**src/rtl/div_seq_if.sv**
```systemverilog
// Execute-to-divider request/result bundle; execute is master, divider is slave.
interface div_seq_if;
   logic        go;
   logic        kill;
   logic        is_signed;
   logic        want_rem;
   logic [31:0] dividend;
   logic [31:0] divisor;
   logic        busy;
   logic        done;
   logic [31:0] result;

   modport master (
      output go, kill, is_signed, want_rem, dividend, divisor,
      input  busy, done, result
   );

   modport slave (
      input  go, kill, is_signed, want_rem, dividend, divisor,
      output busy, done, result
   );
endinterface

```
**src/rtl/div_seq.sv**
```systemverilog
// Iterative RV32M divide sequencer: done at accept+32/BITS_PER_CYCLE+2, or accept+1 on cache hit/div0/overflow.
// Execute holds go until done; kill aborts any state; operands are latched at accept so they may change while busy.
module div_seq #(
   parameter int BITS_PER_CYCLE = 1
) (
   input logic     clk_core,
   input logic     reset_n,
   div_seq_if.slave bus
);

   localparam int         ITERS   = 32 / BITS_PER_CYCLE;
   localparam logic [5:0] ITERS_C = 6'(ITERS);

   typedef enum logic [1:0] {IDLE, CALC, FIX, DONE} state_t;

   state_t      state;
   logic [5:0]  cnt;
   logic        busy_q;
   logic [31:0] res;

   logic        op_sgn;
   logic        op_rem;
   logic [31:0] op_a;
   logic [31:0] op_b;
   logic        neg_q;
   logic        neg_r;
   logic [31:0] div_b;
   logic [32:0] pr;
   logic [31:0] quo;

   logic        c_vld;
   logic        c_sgn;
   logic [31:0] c_a;
   logic [31:0] c_b;
   logic [31:0] c_q;
   logic [31:0] c_r;

   logic        sgn_a;
   logic        sgn_b;
   logic [31:0] abs_a;
   logic [31:0] abs_b;
   logic        hit;
   logic        dz;
   logic        ovf;
   logic [32:0] pr_n;
   logic [31:0] quo_n;
   logic [31:0] q_fin;
   logic [31:0] r_fin;

   assign sgn_a = bus.is_signed & bus.dividend[31];
   assign sgn_b = bus.is_signed & bus.divisor[31];
   assign abs_a = sgn_a ? -bus.dividend : bus.dividend;
   assign abs_b = sgn_b ? -bus.divisor  : bus.divisor;

   assign hit = c_vld & (c_a == bus.dividend) & (c_b == bus.divisor) & (c_sgn == bus.is_signed);
   assign dz  = (bus.divisor == 32'h0);
   assign ovf = bus.is_signed & (bus.dividend == 32'h8000_0000) & (bus.divisor == 32'hFFFF_FFFF);

   // Restoring steps: shift one dividend bit into the partial remainder, keep the
   // difference unless it borrowed; the quotient bit is the inverted borrow.
   always_comb begin : step
      logic [33:0] sh;
      logic [33:0] diff;
      pr_n  = pr;
      quo_n = quo;
      sh    = 34'h0;
      diff  = 34'h0;
      for (int i = 0; i < BITS_PER_CYCLE; i++) begin
         sh    = {pr_n, quo_n[31]};
         diff  = sh - {2'b00, div_b};
         pr_n  = diff[33] ? sh[32:0] : diff[32:0];
         quo_n = {quo_n[30:0], ~diff[33]};
      end
   end

   assign q_fin = neg_q ? -quo       : quo;
   assign r_fin = neg_r ? -pr[31:0]  : pr[31:0];

   always_ff @(posedge clk_core) begin
      if (!reset_n) begin
         state  <= IDLE;
         cnt    <= 6'd0;
         busy_q <= 1'b0;
         res    <= 32'h0;
         op_sgn <= 1'b0;
         op_rem <= 1'b0;
         op_a   <= 32'h0;
         op_b   <= 32'h0;
         neg_q  <= 1'b0;
         neg_r  <= 1'b0;
         div_b  <= 32'h0;
         pr     <= 33'h0;
         quo    <= 32'h0;
         c_vld  <= 1'b0;
         c_sgn  <= 1'b0;
         c_a    <= 32'h0;
         c_b    <= 32'h0;
         c_q    <= 32'h0;
         c_r    <= 32'h0;
      end else if (bus.kill) begin
         state  <= IDLE;
         busy_q <= 1'b0;
      end else begin
         case (state)
            IDLE: begin
               if (bus.go) begin
                  op_sgn <= bus.is_signed;
                  op_rem <= bus.want_rem;
                  op_a   <= bus.dividend;
                  op_b   <= bus.divisor;
                  neg_q  <= sgn_a ^ sgn_b;
                  neg_r  <= sgn_a;
                  if (hit) begin
                     res   <= bus.want_rem ? c_r : c_q;
                     state <= DONE;
                  end else if (dz) begin
                     res   <= bus.want_rem ? bus.dividend : 32'hFFFF_FFFF;
                     state <= DONE;
                  end else if (ovf) begin
                     res   <= bus.want_rem ? 32'h0 : 32'h8000_0000;
                     state <= DONE;
                  end else begin
                     pr     <= 33'h0;
                     quo    <= abs_a;
                     div_b  <= abs_b;
                     cnt    <= ITERS_C;
                     busy_q <= 1'b1;
                     state  <= CALC;
                  end
               end
            end
            CALC: begin
               pr  <= pr_n;
               quo <= quo_n;
               cnt <= cnt - 6'd1;
               if (cnt == 6'd1) begin
                  state <= FIX;
               end
            end
            FIX: begin
               res    <= op_rem ? r_fin : q_fin;
               c_vld  <= 1'b1;
               c_sgn  <= op_sgn;
               c_a    <= op_a;
               c_b    <= op_b;
               c_q    <= q_fin;
               c_r    <= r_fin;
               busy_q <= 1'b0;
               state  <= DONE;
            end
            DONE: begin
               state <= IDLE;
            end
            default: begin
               state <= IDLE;
            end
         endcase
      end
   end

   assign bus.busy   = busy_q;
   assign bus.done   = (state == DONE) & ~bus.kill;
   assign bus.result = res;

endmodule
```
**src/flat_wrapper.sv**
```systemverilog
// flat-port wrapper written by rule: the top's interface ports become plain ports
module div_seq_flat 
#(
   parameter int BITS_PER_CYCLE = 1
)
  (clk_core, reset_n, bus_go, bus_kill, bus_is_signed, bus_want_rem, bus_dividend, bus_divisor, bus_busy, bus_done, bus_result);
  div_seq_if bus_i ();
  input logic clk_core;
  input logic reset_n;
  input wire logic [$bits(bus_i.go)-1:0] bus_go;
  input wire logic [$bits(bus_i.kill)-1:0] bus_kill;
  input wire logic [$bits(bus_i.is_signed)-1:0] bus_is_signed;
  input wire logic [$bits(bus_i.want_rem)-1:0] bus_want_rem;
  input wire logic [$bits(bus_i.dividend)-1:0] bus_dividend;
  input wire logic [$bits(bus_i.divisor)-1:0] bus_divisor;
  output wire logic [$bits(bus_i.busy)-1:0] bus_busy;
  output wire logic [$bits(bus_i.done)-1:0] bus_done;
  output wire logic [$bits(bus_i.result)-1:0] bus_result;
  assign bus_i.go = bus_go;
  assign bus_i.kill = bus_kill;
  assign bus_i.is_signed = bus_is_signed;
  assign bus_i.want_rem = bus_want_rem;
  assign bus_i.dividend = bus_dividend;
  assign bus_i.divisor = bus_divisor;
  assign bus_busy = bus_i.busy;
  assign bus_done = bus_i.done;
  assign bus_result = bus_i.result;
  div_seq #(.BITS_PER_CYCLE(BITS_PER_CYCLE)) u_core (.clk_core(clk_core), .reset_n(reset_n), .bus(bus_i));
endmodule
```
**config.mk**
```make
export PLATFORM = sky130hd
export DESIGN_NAME = div_seq_flat
export DESIGN_NICKNAME = d
export VERILOG_FILES = /design/src/rtl/div_seq_if.sv /design/src/rtl/div_seq.sv /design/src/flat_wrapper.sv
export SDC_FILE = /design/constraint.sdc
export NUM_CORES = 1
export LEC_CHECK = 0
export BUFFER_PORTS_ARGS = -buffer_cell sky130_fd_sc_hd__buf_2
export CELL_PAD_IN_SITES_DETAIL_PLACEMENT = 0
export CELL_PAD_IN_SITES_GLOBAL_PLACEMENT = 1
export CORE_MARGIN = 5
export CORE_UTILIZATION = 40
export CTS_BUF_LIST = sky130_fd_sc_hd__clkbuf_4 sky130_fd_sc_hd__clkbuf_8
export DETAILED_ROUTE_END_ITERATION = 10
export PLACE_DENSITY = 0.76
export SLEW_MARGIN = 20
export SYNTH_ARGS = -nofsm -noshare
export SYNTH_HDL_FRONTEND = slang
export SYNTH_SLANG_ARGS = --single-unit
```
**constraint.sdc**
```tcl
create_clock -name clk_core -period 3.85 [get_ports clk_core]
set_input_delay 1.155 -clock clk_core [delete_from_list [all_inputs] [get_ports clk_core]]
set_output_delay 1.155 -clock clk_core [all_outputs]
set_load 0.02 [all_outputs]
```
# Yosys cells after proc, flatten, opt, wreduce, memory -nomap -nowiden
# Index checks and enable logic that the tools add are counted.
[totals]
regBits = 336
latchBits = 0
ram_bits = 0
rom_bits = 0
input_bits = 70
out_inout_bits = 34
elab_cells = 107
n_memories = 0
[classes]
n_addsub = 6
n_mul = 0
n_div = 0
magnitude_cmp = 0
eq_ne = 15
shifts = 0
mux = 40
bitwise = 15
reduce_logical = 12
[ops]
columns = ["cell", "count"]
rows = [
  ["$mux 32", 16],
  ["$mux 33", 5],
  ["$neg 32->32", 4],
  ["$pmux 32 s2", 2],
  ["$pmux 33 s2", 1],
  ["$eq 32x32->1", 2],
  ["$eq 32x32->1 const B", 2],
  ["$sub 34x32->34", 1],
  ["$logic_not 32->1", 1],
  ["$mux 6", 4],
  ["$pmux 6 s2", 1],
  ["$reduce_and 6->1", 2],
  ["$mux 2", 5],
  ["$and 1x1->1", 8],
  ["$ne 2x2->1 const B", 4],
  ["$pmux 2 s4", 1],
  ["$eq 6x1->1 const B", 1],
  ["$not 1->1", 6],
  ["$sub 6x1->6 const B", 1],
  ["$reduce_and 5->1", 1],
  ["$eq 2x2->1 const B", 2],
  ["$mux 1", 4],
  ["$ne 4x1->1 const B", 1],
  ["$reduce_and 2->1", 2],
  ["10 further kinds", 11],
]

# Depth between registers and ports, before layout
# Gate-level depths: netlist (run 1).
[depth]
ltp_word = 8
mapped_depth = 16
mapped_depth_nobuf = 14

# Worst setup path before layout (run 1)
# OpenSTA, ideal clock, no wires.
[synth_path]
path_kind = "input port to flip-flop"
startpoint = "input bus_dividend[1]"
endpoint = "register u_core.pr[2]"
setup_time_ns = 0.117
arrival_time_ns = 3.738
required_ns = 3.733
path_slack_ns = -0.005
cell_stages = 15
path_buffers = 5
path_cell_list = "clkbuf_1 > inv_1 > ha_1 > nor3b_1 > and3_1 > clkbuf_1 > nand4_1 > nor2_1 > or4_1 > a21o_1 > buf_2 > and2_1 > buf_4 > buf_6 > a22o_1"
[synth_via]
elab_chain_len = 6
word_cells_on_any_way = 10
cone_classes = "eq/ne (4); bitwise (5); reduce/logical (1)"
[synth_lines]
columns = ["element", "line", "source"]
rows = [
  ["start, declared", "flat_wrapper.sv:14", "input wire logic [$bits(bus_i.dividend)-1:0] bus_dividend;"],
  ["$eq 32x32->1", "div_seq.sv:55", "assign hit = c_vld & (c_a == bus.dividend) & (c_b == bus.divisor) & (c_sgn == bus.is_signed);"],
  ["$and 1x1->1 (3 in series)", "div_seq.sv:55", ""],
  ["$ne 2x2->1 (no source line)", "-", ""],
  ["$reduce_and 6->1 (no source line) (*)", "-", ""],
  ["end signal, assigned", "div_seq.sv:133", "pr <= pr_n;"],
  ["end, declared", "div_seq.sv:28", "logic [32:0] pr;"],
]
# Every way passes the cells marked *; elsewhere a longest branch is shown, timed or not.
# A chain may end at the register's enable or synchronous reset.

# Worst setup path in the final report (run 1)
[layout_path]
startpoint = "register u_core.quo[31]"
endpoint = "register u_core.pr[32]"
[layout_via]
elab_chain_len = 3
[layout_lines]
columns = ["element", "line", "source"]
rows = [
  ["start, declared", "div_seq.sv:29", "logic [31:0] quo;"],
  ["start signal, assigned", "div_seq.sv:124", "quo <= abs_a;"],
  ["start signal, assigned", "div_seq.sv:134", "quo <= quo_n;"],
  ["$sub 34x32->34", "div_seq.sv:70", "diff = sh - {2'b00, div_b};"],
  ["$mux 33", "div_seq.sv:71", "pr_n = diff[33] ? sh[32:0] : diff[32:0];"],
  ["$pmux 33 s2", "div_seq.sv:104", "case (state)"],
]
# No other way between the ends.

==> metrics.md, run 1 <==
| Metric | Value |
|---|---|
| Post-synthesis mux area share | `under 10%` |
| Number of routed nets with antenna violations | `0` |
| Post-CTS setup buffer count | `0` |
| Top Ports | `between 100 and 150` |
| CTS sink cnt | `336` |
| Asr flop ratio synth | `0%` |
| Post-synthesis register bit count | `approximately 340` |
| CTS tree | `built` |
| First-pass GRT wire length | `slightly above 100000 um` |
| Post-synth EDFFs | `0` |
| DRC viols | `0` |
| Internal | `just over 6 mW` |
| Sw Share | `between 20% and 30%` |
| Top_reg_cell synth | `dfxtp_1` |
| P_sw | `between 2 and 3 mW` |
| Final Worst Setup Slack | `169 ps` |
| Max-Cap Viols | `0` |
| Synth Warn # | `0` |
| Layout cells sized above 1 | `around 16%` |
| Main combinational cell family by area after synthesis | `compound AO/OA/AOI/OAI gates` |
| DR vias/cell | `5.53` |
| GRT overflow | `0` |
| Pre-CTS WS | `-147 ps` |
| HPWL Detailed | `just under 50000 um` |
| Clock network power share | `between 40% and 50%` |
| GRT Total Usage | `23.9%` |
| Leakage dissipation | `between 8 and 9 nW` |
| Placed instance area | `around 21000 um2` |
| Final Net Count | `roughly 2800` |
| CTS Buf Count | `59` |
| Mapped Cells | `roughly 2500` |
| Via count | `approximately 18000` |
| Syn nets | `~2600` |
| Final Hold Viols | `0` |
| Initial antenna violation count | `2` |
| Reg2reg end | `u_core.pr[32]` |
| Initial DRC Count | `approximately 1600` |
| Site Rows | `80` |
| Worst setup SP type | `flip-flop` |
| P&R area growth vs syn | `17.1%` |
| Synth area leaders | `dfxtp_1, nand2_1, a21oi_1` |
| Xor/xnor cell area share of the yosys netlist | `between 8 and 9%` |
| Crit Path Class | `flip-flop to flip-flop` |
| Synth Cell Area | `just under 20000 um2` |
| Avg Synthesized Cell Area | `~7.6 um2` |
| Pins Over Slew Limit | `0` |
| Drt total wl | `around 65000 um` |
| Final number of setup-violating endpoints | `0` |
| Yosys top cell by area | `dfxtp_1` |
| Post-CTS resize count | `0` |
| VDD IR max | `0.000287 V` |
| Sequential share of power | `between 40% and 50%` |
| Comb power frac | `approximately 17%` |
| Pin count of the biggest net entering global routing | `77` |
| Final Power | `between 8 and 9 mW` |
| Worst setup path startpoint | `u_core.quo[31]` |
| Synth cell types | `80` |
| Status | `finished, final reports clean` |
| PwrDens | `about 380 nW/um2` |
| Die Y | `229 um` |
| Final min period | `3680 ps` |
| Worst-path clk slew | `60 ps` |
| Post-cts hold buffer count | `0` |
| Clk buf depth | `3` |
| Initial Util | `40.3%` |
| Worst setup EP type | `flip-flop` |
| Total core area | `between 40000 and 50000 um2` |
| I/O Buffers | `103` |
| Design Area, Final | `22500 um2` |
| CTS root buf | `clkbuf_8` |
| Core Util, Final | `between 40% and 50%` |
| First-pass DRT Iterations | `5` |
| Worst EP required | `4400 ps` |
| Htree depth | `2` |
| Worst-Margin Slew | `around 860 ps` |
| Simple-Gate Fraction of Synth Area | `a little over a fifth` |
| Min-Delay Path Class | `flip-flop to flip-flop` |
| Worst R2R Path Depth | `14` |
| Register area share after synthesis | `a little over a third` |
| Clock latency on the worst-skew pair | `between 600 and 700 ps` |
| Critical R2R Launch | `u_core.quo[31]` |
| Post-synth top area share | `between 30% and 40%` |
| Adder-Cell Fraction of Synth Area | `2.90%` |
| Fin crit share | `approximately 96%` |
| Crit path arrival time | `4230 ps` |
| Crit path capture | `u_core.pr[32]` |
| R2r setup slk | `~170 ps` |
| Vias in the first global route | `around 17000` |
| WL per Instance | `19.7 um` |
| Max-slew headroom | `between 40 and 50%` |
| Die X | `approximately 230 um` |
| Full die area | `between 50000 and 60000 um2` |
| RSZ-0062 raised after global routing | `false` |
| Final GP Congestion | `0.906` |
| Post-synthesis compound-gate area fraction | `between 20% and 30%` |
| Max Fanout on Critical Path | `5` |
| Max Clock Freq | `approximately 0.27 GHz` |
| Clock Skews | `26.6 ps` |
[synth_stat cells (25+ instances only)]
cell	count
nand2_1	422
dfxtp_1	336
nor2_1	303
a21oi_1	269
clkbuf_1	156
o21ai_0	113
xor2_1	104
xnor2_1	85
inv_1	71
a211oi_1	63
mux2i_1	63
ha_1	43
nor3_1	35
nor4_1	30
nor2b_1	29
a31oi_1	25
[placed cells by master (no fill, tap or decap), types with 63 or more instances in the layout]
master	instances
buf_2	103
a211oi_1	63
nor2_1	301
buf_4	162
xnor2_1	85
mux2i_1	63
o21ai_0	113
a21oi_1	268
dfxtp_1	335
nand2_1	422
clkbuf_8	77
xor2_1	104
inv_1	71
[critical path, stage by stage (launching register included)]
cell and delay [ps]:
dfxtp_1 310, inv_1 90, ha_1 170, inv_1 50, fa_1 390, a211o_1 320, a21oi_4 200, a2111oi_0 150
a311o_1 410, a221oi_2 300, o21ai_1 150, a311o_1 430, a2111oi_2 350, xnor2_1 180, o21ai_2 60
[state kept, by name (all words and copies together) (netlist names)]
name / flops
u_core.state: 2
u_core.op_a: 32
u_core.c_b: 32
u_core.cnt: 6
u_core.c_q: 32
u_core.c_a: 32
u_core.c_sgn: 1
u_core.op_rem: 1
u_core.neg_q: 1
u_core.c_vld: 1
u_core.pr: 33
u_core.quo: 32
u_core.c_r: 32
u_core.div_b: 32
u_core.op_sgn: 1
u_core.bus.busy: 1
u_core.op_b: 32
u_core.neg_r: 1
u_core.bus.result: 32
[area by class of cell]
cell class                      count  area, um2
Timing Repair Buffer              280       2030
Sequential cell                   336       6730
Clock inverter                     13       96.3
Fill cell                        4745      25100
Inverter                           72        278
Multi-Input combinational cell   1917      11400
Tap cell                          615        769
Antenna cell                        1       2.50
Clock buffer                       92       1170
[logic make-up after synthesis]
logic type / Yosys count
and+or+nand+nor: 954
buffers and inverters: 275
xor gates and xnor gates: 189
muxes: 69
adders and majority gates: 44
AOI/OAI and AO/OA: 661
DFF: 336
[power by group through the flow]
| stage | registers [mW] | logic (mW) | clock network [mW] |
|---|---|---|---|
| global route | 3.71 | 1.58 | 3.77 |
| global placement | 3.76 | 1.40 | 0 |
| detailed placement | 3.77 | 1.42 | 0 |
| CTS | 3.69 | 1.42 | 3.61 |
| finish | 3.70 | 1.44 | 3.53 |
| floorplan | 3.74 | 0.934 | 0 |
[how the worst min path moves through the flow]
stage | start | end | slack (ps) | depth (start not counted)
final | u_core.op_b[27] | u_core.c_b[27] | 450 | 2
after floorplan | u_core.op_b[25] | u_core.c_b[25] | 430 | 2
after detailed placement | u_core.op_b[5] | u_core.c_b[5] | 440 | 2
after global routing | u_core.op_b[9] | u_core.c_b[9] | 470 | 2
after CTS | u_core.op_a[22] | u_core.c_a[22] | 440 | 2
after global placement | u_core.op_a[8] | u_core.c_a[8] | 430 | 2
[per-layer routing]
metal	share of wire (%)	vias to the layer above	global-route usage [%]
met2	44	554	36.5
met3	5.4	95	2.90
met4	3.2	2	8.14
met5	0.031	-	0
met1	48	8738	35.0
li1	-	8998	-
[per-stage QoR]
step           hold slack (ps)  instances  TNS [ps]
2_1_floorplan              432       2528         0
3_5_place_dp               443       3220     -2250
4_1_cts                    441       3325         0
5_1_grt                    465       3326         0
3_3_place_gp               435       3220     -1790
6_report                   449       3326         0
No activity file was read; power rests on OpenSTA's default activity.
==> inputs of run 2 (changes only) <==
--- a/config.mk
+++ b/config.mk
@@ -8,11 +8,13 @@
 export BUFFER_PORTS_ARGS = -buffer_cell sky130_fd_sc_hd__buf_2
 export CELL_PAD_IN_SITES_DETAIL_PLACEMENT = 0
 export CELL_PAD_IN_SITES_GLOBAL_PLACEMENT = 1
+export CORE_ASPECT_RATIO = 1.25
 export CORE_MARGIN = 5
 export CORE_UTILIZATION = 40
 export CTS_BUF_LIST = sky130_fd_sc_hd__clkbuf_4 sky130_fd_sc_hd__clkbuf_8
 export DETAILED_ROUTE_END_ITERATION = 10
 export PLACE_DENSITY = 0.76
+export REMOVE_ABC_BUFFERS = 1
 export SLEW_MARGIN = 20
 export SYNTH_ARGS = -nofsm -noshare
 export SYNTH_HDL_FRONTEND = slang
==> run 2 against run 1 <==
Non-clock buffer count fell by 5; wire length rose by 1.4%; highest routed layer is now met4; clock skew rose by 18 ps; largest cell class unchanged; largest power group unchanged; critical path type unchanged; critical path depth fell by 1; cell count rose by 0.57%; register-to-register slack barely moved; sequential share of layout area barely moved.
==> metrics.md, run 2 (synthesized netlist as in run 1, its figures left out) <==
| Metric | Value |
|---|---|
| Initial antenna violation count | `5 (+3)` |
| DRC viols | `0 (unchanged)` |
| Final GP Congestion | `0.917 (+1.2%)` |
| Status | `finished, final reports clean` |
| CTS Buf Count | `60 (+1.7%)` |
| Drt total wl | `66400 um (+1.4%)` |
| Total core area | `47400 um2 (-0.44%)` |
| PwrDens | `388 nW/um2 (+0.88%)` |
| HPWL Detailed | `48800 um (+0.87%)` |
| Worst setup SP type | `flip-flop` |
| Top routing layer used | `met4` |
| Clock Skews | `44.1 ps (+17.5 ps)` |
| Final Hold Viols | `0 (unchanged)` |
| TNS Setup | `0 ps (unchanged)` |
| Number of routed nets with antenna violations | `0 (unchanged)` |
| Min-Delay Path Class | `flip-flop to flip-flop` |
| Pins Over Slew Limit | `0 (unchanged)` |
| Top Ports | `104 (unchanged)` |
| Metal2 WL | `29900 um (+4.6%)` |
| GRT overflow | `0 (unchanged)` |
| WL per Instance | `19.8 um (+0.86%)` |
| Worst R2R Path Depth | `13 (-1)` |
| Crit path arrival time | `4240 ps (about the same)` |
| R2r setup slk | `160 ps (about the same)` |
| Die X | `206 um (-10%)` |
| Worst-path clk slew | `60 ps (about the same)` |
| Post-cts hold buffer count | `0 (unchanged)` |
| Clk buf depth | `3 (unchanged)` |
| Fin crit share | `95.8% (+0.19 points)` |
| DR vias/cell | `5.49 (-0.64%)` |
| Die Y | `255 um (+11%)` |
| Largest Register | `u_core.pr` |
| Max-slew headroom | `29.6% (-13 points)` |
| I/O Buffers | `103 (unchanged)` |
| Most frequent cells in the layout | `nand2_1, dfxtp_1, nor2_1, a21oi_1, buf_4` |
| CTS sink cnt | `336 (unchanged)` |
| First-pass DRT Iterations | `5 (unchanged)` |
| Max reg flops | `33 (unchanged)` |
| Worst EP required | `4400 ps (about the same)` |
| Final Net Count | `2776 (-0.14%)` |
| First-pass GRT wire length | `101000 um (+0.47%)` |
| Final number of setup-violating endpoints | `0 (unchanged)` |
| Final min period | `3690 ps (+7.12 ps)` |
| Initial DRC Count | `1432 (-9.3%)` |
| Initial Util | `40.5% (+0.18 points)` |
| CTS tree | `built` |
| Metal3 WL | `4040 um (+15%)` |
| Max Fanout on Critical Path | `3 (-2)` |
| Full die area | `52600 um2 (about the same)` |
| Crit Path Class | `flip-flop to flip-flop` |
| VDD IR max | `0.000283 V (-1.2%)` |
| Via count | `18400 (-0.076%)` |
| P&R area growth vs syn | `17.3%` |
| Site Rows | `89 (+11%)` |
| Vias in the first global route | `17500 (+3.3%)` |
| Most common cell after layout, fill and taps aside | `nand2_1` |
| Pin count of the biggest net entering global routing | `82 (+6.5%)` |
| CTS root buf | `clkbuf_8` |
| WL met1 | `29200 um (-6.5%)` |
| Worst setup EP type | `flip-flop` |
| Layout cells sized above 1 | `16.3% (-0.050 points)` |
| Worst-Margin Slew | `1060 ps (+191 ps)` |
| GRT Total Usage | `24.6% (+0.66 points)` |
| Clock latency on the worst-skew pair | `690 ps (+20 ps)` |
| Leakage dissipation | `8.70 nW (-0.23%)` |
| WHS Path Cells | `2 (unchanged)` |
| Htree depth | `2 (unchanged)` |
| Max-Cap Viols | `0 (unchanged)` |
| Max Clock Freq | `0.271 GHz (-0.19%)` |
| Final Power | `8.75 mW (+1.0%)` |
[run 2: changes by cell type in the layout (fill, tap and decap cells not counted), sizes merged]
cell      delta
buf          -5
clkbuf       +7
clkinv       -7
clkinvlp     -1
diode        +1
inv          +2
[run 2: power by group]
group | total (mW) | internal, mW | switching (mW)
sequential | 3.69 | 3.60 | 0.0931
combinational | 1.44 | 0.541 | 0.903
clock | 3.62 | 2.06 | 1.56
total | 8.75 | 6.20 | 2.56
[run 2: worst max-delay path, stage by stage, from the launching register on]
cell	delay, ps
dfxtp_2	370
ha_1	190
inv_1	60
fa_1	430
a211o_1	310
a21oi_2	190
a2111oi_0	150
a311o_1	410
a221oi_4	310
o21ai_2	130
a311o_1	420
a2111oi_4	340
xnor2_1	180
o21ai_2	60
[run 2: per-stage QoR]
stage	setup WS, ps	instance area, um2	utilization [%]	hold WS, ps	std cells
floorplan	-4340	18400	-	432	2325
CTS	38.0	22500	47.4	439	3342
finish	162	22500	47.5	436	3345
global route	-43.8	22500	47.5	457	3344
detailed placement	-153	21200	44.6	443	3236
global placement	-155	21200	44.6	435	3236
[run 2: worst paths after layout]
| path | from | to |
|---|---|---|
| setup reg to reg | u_core.div_b[0] | u_core.pr[32] |
| hold / removal | u_core.op_b[11] | u_core.c_b[11] |
| setup / recovery | u_core.div_b[0] | u_core.pr[32] |
| hold reg to reg | u_core.op_b[11] | u_core.c_b[11] |
[run 2: routing by layer]
| metal | up-vias | global-route usage, % |
|---|---|---|
| met4 | 0 | 11.8 |
| met3 | 130 | 4.14 |
| met1 | 8669 | 32.7 |
| met2 | 578 | 38.9 |
| met5 | - | 0 |
| li1 | 8996 | - |
[run 2: timing repair]
| item | CTS | global route |
|---|---|---|
| pin swaps | 0 | 1 |
| setup buffers | 0 | 1 |
| endpoints found under the setup margin | 1 | 25 |
| gates resized for setup | 1 | 6 |
[run 2: final cells by class]
class | instances | area, um2
Antenna cell | 2 | 5.00
Clock buffer | 99 | 1210
Clock inverter | 7 | 90.1
Fill cell | 4841 | 24900
Inverter | 72 | 278
Multi-Input combinational cell | 1917 | 11500
Sequential cell | 336 | 6730
Tap cell | 637 | 797
Timing Repair Buffer | 275 | 1970
==> inputs of run 3 (changes only) <==
--- a/config.mk
+++ b/config.mk
@@ -5,15 +5,17 @@
 export SDC_FILE = /design/constraint.sdc
 export NUM_CORES = 1
 export LEC_CHECK = 0
+export ABC_AREA = 1
 export BUFFER_PORTS_ARGS = -buffer_cell sky130_fd_sc_hd__buf_2
 export CELL_PAD_IN_SITES_DETAIL_PLACEMENT = 0
 export CELL_PAD_IN_SITES_GLOBAL_PLACEMENT = 1
 export CORE_ASPECT_RATIO = 1.25
-export CORE_MARGIN = 5
+export CORE_MARGIN = 10
 export CORE_UTILIZATION = 40
 export CTS_BUF_LIST = sky130_fd_sc_hd__clkbuf_4 sky130_fd_sc_hd__clkbuf_8
 export DETAILED_ROUTE_END_ITERATION = 10
-export PLACE_DENSITY = 0.76
+export GPL_ROUTABILITY_DRIVEN = 1
+export PLACE_DENSITY = 0.8
 export REMOVE_ABC_BUFFERS = 1
 export SLEW_MARGIN = 20
 export SYNTH_ARGS = -nofsm -noshare
==> run 3 against run 2 <==
Sequential share of layout area down 2.6 points; non-clock buffer count decreased by 123; cell count rose by 33%; cell area increased by 9.6%; area after synthesis increased by 16%; clock-buffer cell count down 5; critical path depth increased by 3; global-route usage increased by 0.066 points; sequential cell count unchanged; die area up 25%; register-to-register slack better by 750 ps; largest cell class unchanged; largest power group unchanged.
==> metrics.md, run 3 <==
| Metric | Value |
|---|---|
| Status | `finished, final reports clean` |
| Synth Cell Area | `22200 um2 (+16%)` |
| Clock latency on the worst-skew pair | `670 ps (-20 ps)` |
| Pin count of the biggest net entering global routing | `136 (+66%)` |
| Max-slew headroom | `24.8% (-4.8 points)` |
| Initial Util | `40.4% (-0.082 points)` |
| GRT overflow | `0 (unchanged)` |
| Placed Cells | `4352 (+34%)` |
| Final Power | `9.16 mW (+4.6%)` |
| Final Worst Setup Slack | `912 ps (+750 ps)` |
| Crit Path Class | `flip-flop to flip-flop` |
| Final Non-Filler Cells | `4459 (+33%)` |
| Initial antenna violation count | `9 (+4)` |
| P&R area growth vs syn | `11.1%` |
| Final Net Count | `3788 (+36%)` |
| Pre-CTS WS | `306 ps (+459 ps)` |
| Final Hold Viols | `0 (unchanged)` |
| Synth Warn # | `0 (unchanged)` |
| Post-CTS resize count | `0 (-1)` |
| Pins Over Slew Limit | `0 (unchanged)` |
| Layout cells sized above 1 | `8.34% (-8.0 points)` |
| Post-synthesis register bit count | `336 (unchanged)` |
| Vias in the first global route | `21700 (+24%)` |
| I/O Buffers | `103 (unchanged)` |
| Design Area, Final | `24700 um2 (+9.6%)` |
| Top Ports | `104 (unchanged)` |
| Total core area | `55000 um2 (+16%)` |
| Most frequent cells in the layout | `nand2_1, nor2_1, inv_1, dfxtp_1, o21ai_0` |
| Min-Delay Path Class | `flip-flop to flip-flop` |
| Crit path arrival time | `3470 ps (-770 ps)` |
| Largest Register | `u_core.pr` |
| Most common cell after layout, fill and taps aside | `nand2_1` |
| Post-synth top area share | `30.2% (-4.8 points)` |
| WL per Instance | `18.8 um (-5.5%)` |
| Slowest CP cell | `dfxtp_1` |
| Fin crit share | `76.3% (-19 points)` |
| Initial DRC Count | `2059 (+44%)` |
| Post-synth top cells | `nand2_1, nor2_1, inv_1` |
| Die X | `231 um (+12%)` |
| CTS sink cnt | `336 (unchanged)` |
| Yosys top cell by area | `dfxtp_1` |
| Final min period | `2940 ps (-750 ps)` |
| Max reg flops | `33 (unchanged)` |
| DRC viols | `0 (unchanged)` |
| Full die area | `65500 um2 (+25%)` |
| Synth cell types | `48 (-40%)` |
| Clock Skews | `33.4 ps (-10.7 ps)` |
| HPWL Detailed | `62500 um (+28%)` |
| Htree depth | `2 (unchanged)` |
| Max-Cap Viols | `0 (unchanged)` |
| Top-count cell post-synth | `nand2_1` |
| GRT Total Usage | `24.6% (+0.066 points)` |
| CTS tree | `built` |
| CTS Buf Count | `55 (-8.3%)` |
| Asr flop ratio synth | `0% (unchanged)` |
| Leakage dissipation | `11.9 nW (+37%)` |
| Avg Synthesized Cell Area | `6.09 um2 (-20%)` |
| Worst-Margin Slew | `1130 ps (+71.2 ps)` |
| Synth area leaders | `dfxtp_1, nand2_1, nor2_1` |
| First-pass GRT wire length | `128000 um (+27%)` |
| Worst-path clk slew | `70 ps (about the same)` |
| Critical Path, Cell by Cell | `inv_1 -> ha_1 -> nand2_1 -> nor2_1 -> nand3_1 -> nand3_2 -> nand2_1 -> nand2_1 -> nand2_1 -> nand3_1 -> buf_4 -> nand3_1 -> nand3_1 -> nor2_1 -> nor2_1 -> nor2_1` |
| Final number of setup-violating endpoints | `0 (unchanged)` |
| Placed instance area | `23400 um2 (+11%)` |
| Die Y | `284 um (+11%)` |
| Clk buf depth | `3 (unchanged)` |
| Worst EP required | `4380 ps (-20 ps)` |
| VDD IR max | `0.000264 V (-6.7%)` |
| CTS root buf | `clkbuf_8` |
| Drt total wl | `83600 um (+26%)` |
| Worst setup EP type | `flip-flop` |
| Post-cts hold buffer count | `0 (unchanged)` |
| FILL cells | `6199 (+28%)` |
| Worst setup SP type | `flip-flop` |
| Final GP Congestion | `0.967 (+5.4%)` |
| First-pass DRT Iterations | `6 (+1)` |
| Max Fanout on Critical Path | `19 (+16)` |
| DR vias/cell | `5.24 (-4.6%)` |
| Number of routed nets with antenna violations | `0 (unchanged)` |
| Register area share after synthesis | `30.2% (-4.8 points)` |
| Max Clock Freq | `0.340 GHz (+26%)` |
| Slowest stage delay, CP | `440 ps (about the same)` |
| RSZ-0062 raised after global routing | `false` |
| Via count | `23400 (+27%)` |
| Post-CTS setup buffer count | `0 (unchanged)` |
| Post-synth EDFFs | `0 (unchanged)` |
| Site Rows | `96 (+7.9%)` |
| Mapped Cells | `3650 (+44%)` |
| Top_reg_cell synth | `dfxtp_1` |
| PwrDens | `371 nW/um2 (-4.6%)` |
[run 3: final cells by class]
class                   instances  area [um2]  share of cell area, %
diodes                          5        12.5                 0.0506
clock buffers                  94        1180                   4.78
clock inverters                 8        71.3                  0.289
inverters                     480        1810                   7.31
multi-input cells            2649       12900                   52.4
flip-flops and latches        336        6730                   27.2
well taps                     735         920                   3.72
repair buffers                152        1050                   4.26
[run 3: path summary, 6_finish.rpt]
kind                                 startpoint              end  slack (ps)  depth (start not counted)
worst max-delay path            u_core.div_b[7]     u_core.pr[7]         910                         16
worst min-delay path            u_core.bus.busy  u_core.bus.busy         460                          2
worst max register to register  u_core.div_b[7]     u_core.pr[7]         910                         16
worst min register to register  u_core.bus.busy  u_core.bus.busy         460                          2
[run 3: worst max-delay path: cells and delay by family (launching register included)]
family / cells / cell delay [ps]
adder cells (fa/ha/maj): 1 / 340
buffers and inverters: 2 / 400
AND/OR/NAND/NOR: 13 / 1610
flip-flops: 1 / 440
[run 3: stage by stage]
step	TNS (ps)	util, %	hold WS, ps
3_5_place_dp	0	42.6	458
3_3_place_gp	0	42.6	455
6_report	0	44.9	460
2_1_floorplan	-697730	-	433
4_1_cts	0	44.9	467
5_1_grt	0	44.9	482
[run 3: cell families (layout without fill, tap and decap cells)]
| kind of cell | Yosys count | in the layout | share of synthesized area (%) |
|---|---|---|---|
| simple gates | 1787 | 1787 | 33.8 |
| xor+xnor | 130 | 130 | 5.12 |
| other cells | 0 | 5 | 0 |
| compound gates | 676 | 676 | 16.0 |
| flops | 336 | 336 | 30.2 |
| mux | 12 | 12 | 0.540 |
| buf+inv | 665 | 734 | 11.8 |
| fa+ha+maj | 44 | 44 | 2.51 |
[run 3: per-layer routing]
| metal | wire [um] | vias up | track usage (%) |
|---|---|---|---|
| met2 | 39000 | 767 | 40.5 |
| met3 | 5040 | 159 | 3.60 |
| met4 | 3410 | 4 | 10.2 |
| met1 | 36200 | 10700 | 31.6 |
| li1 | - | 11800 | - |
| met5 | 20 | - | 0 |
[run 3: power breakdown]
part,switching (mW),internal (mW)
combinational,1.25,0.544
clock,1.60,1.99
sequential,0.117,3.65
total,2.97,6.19
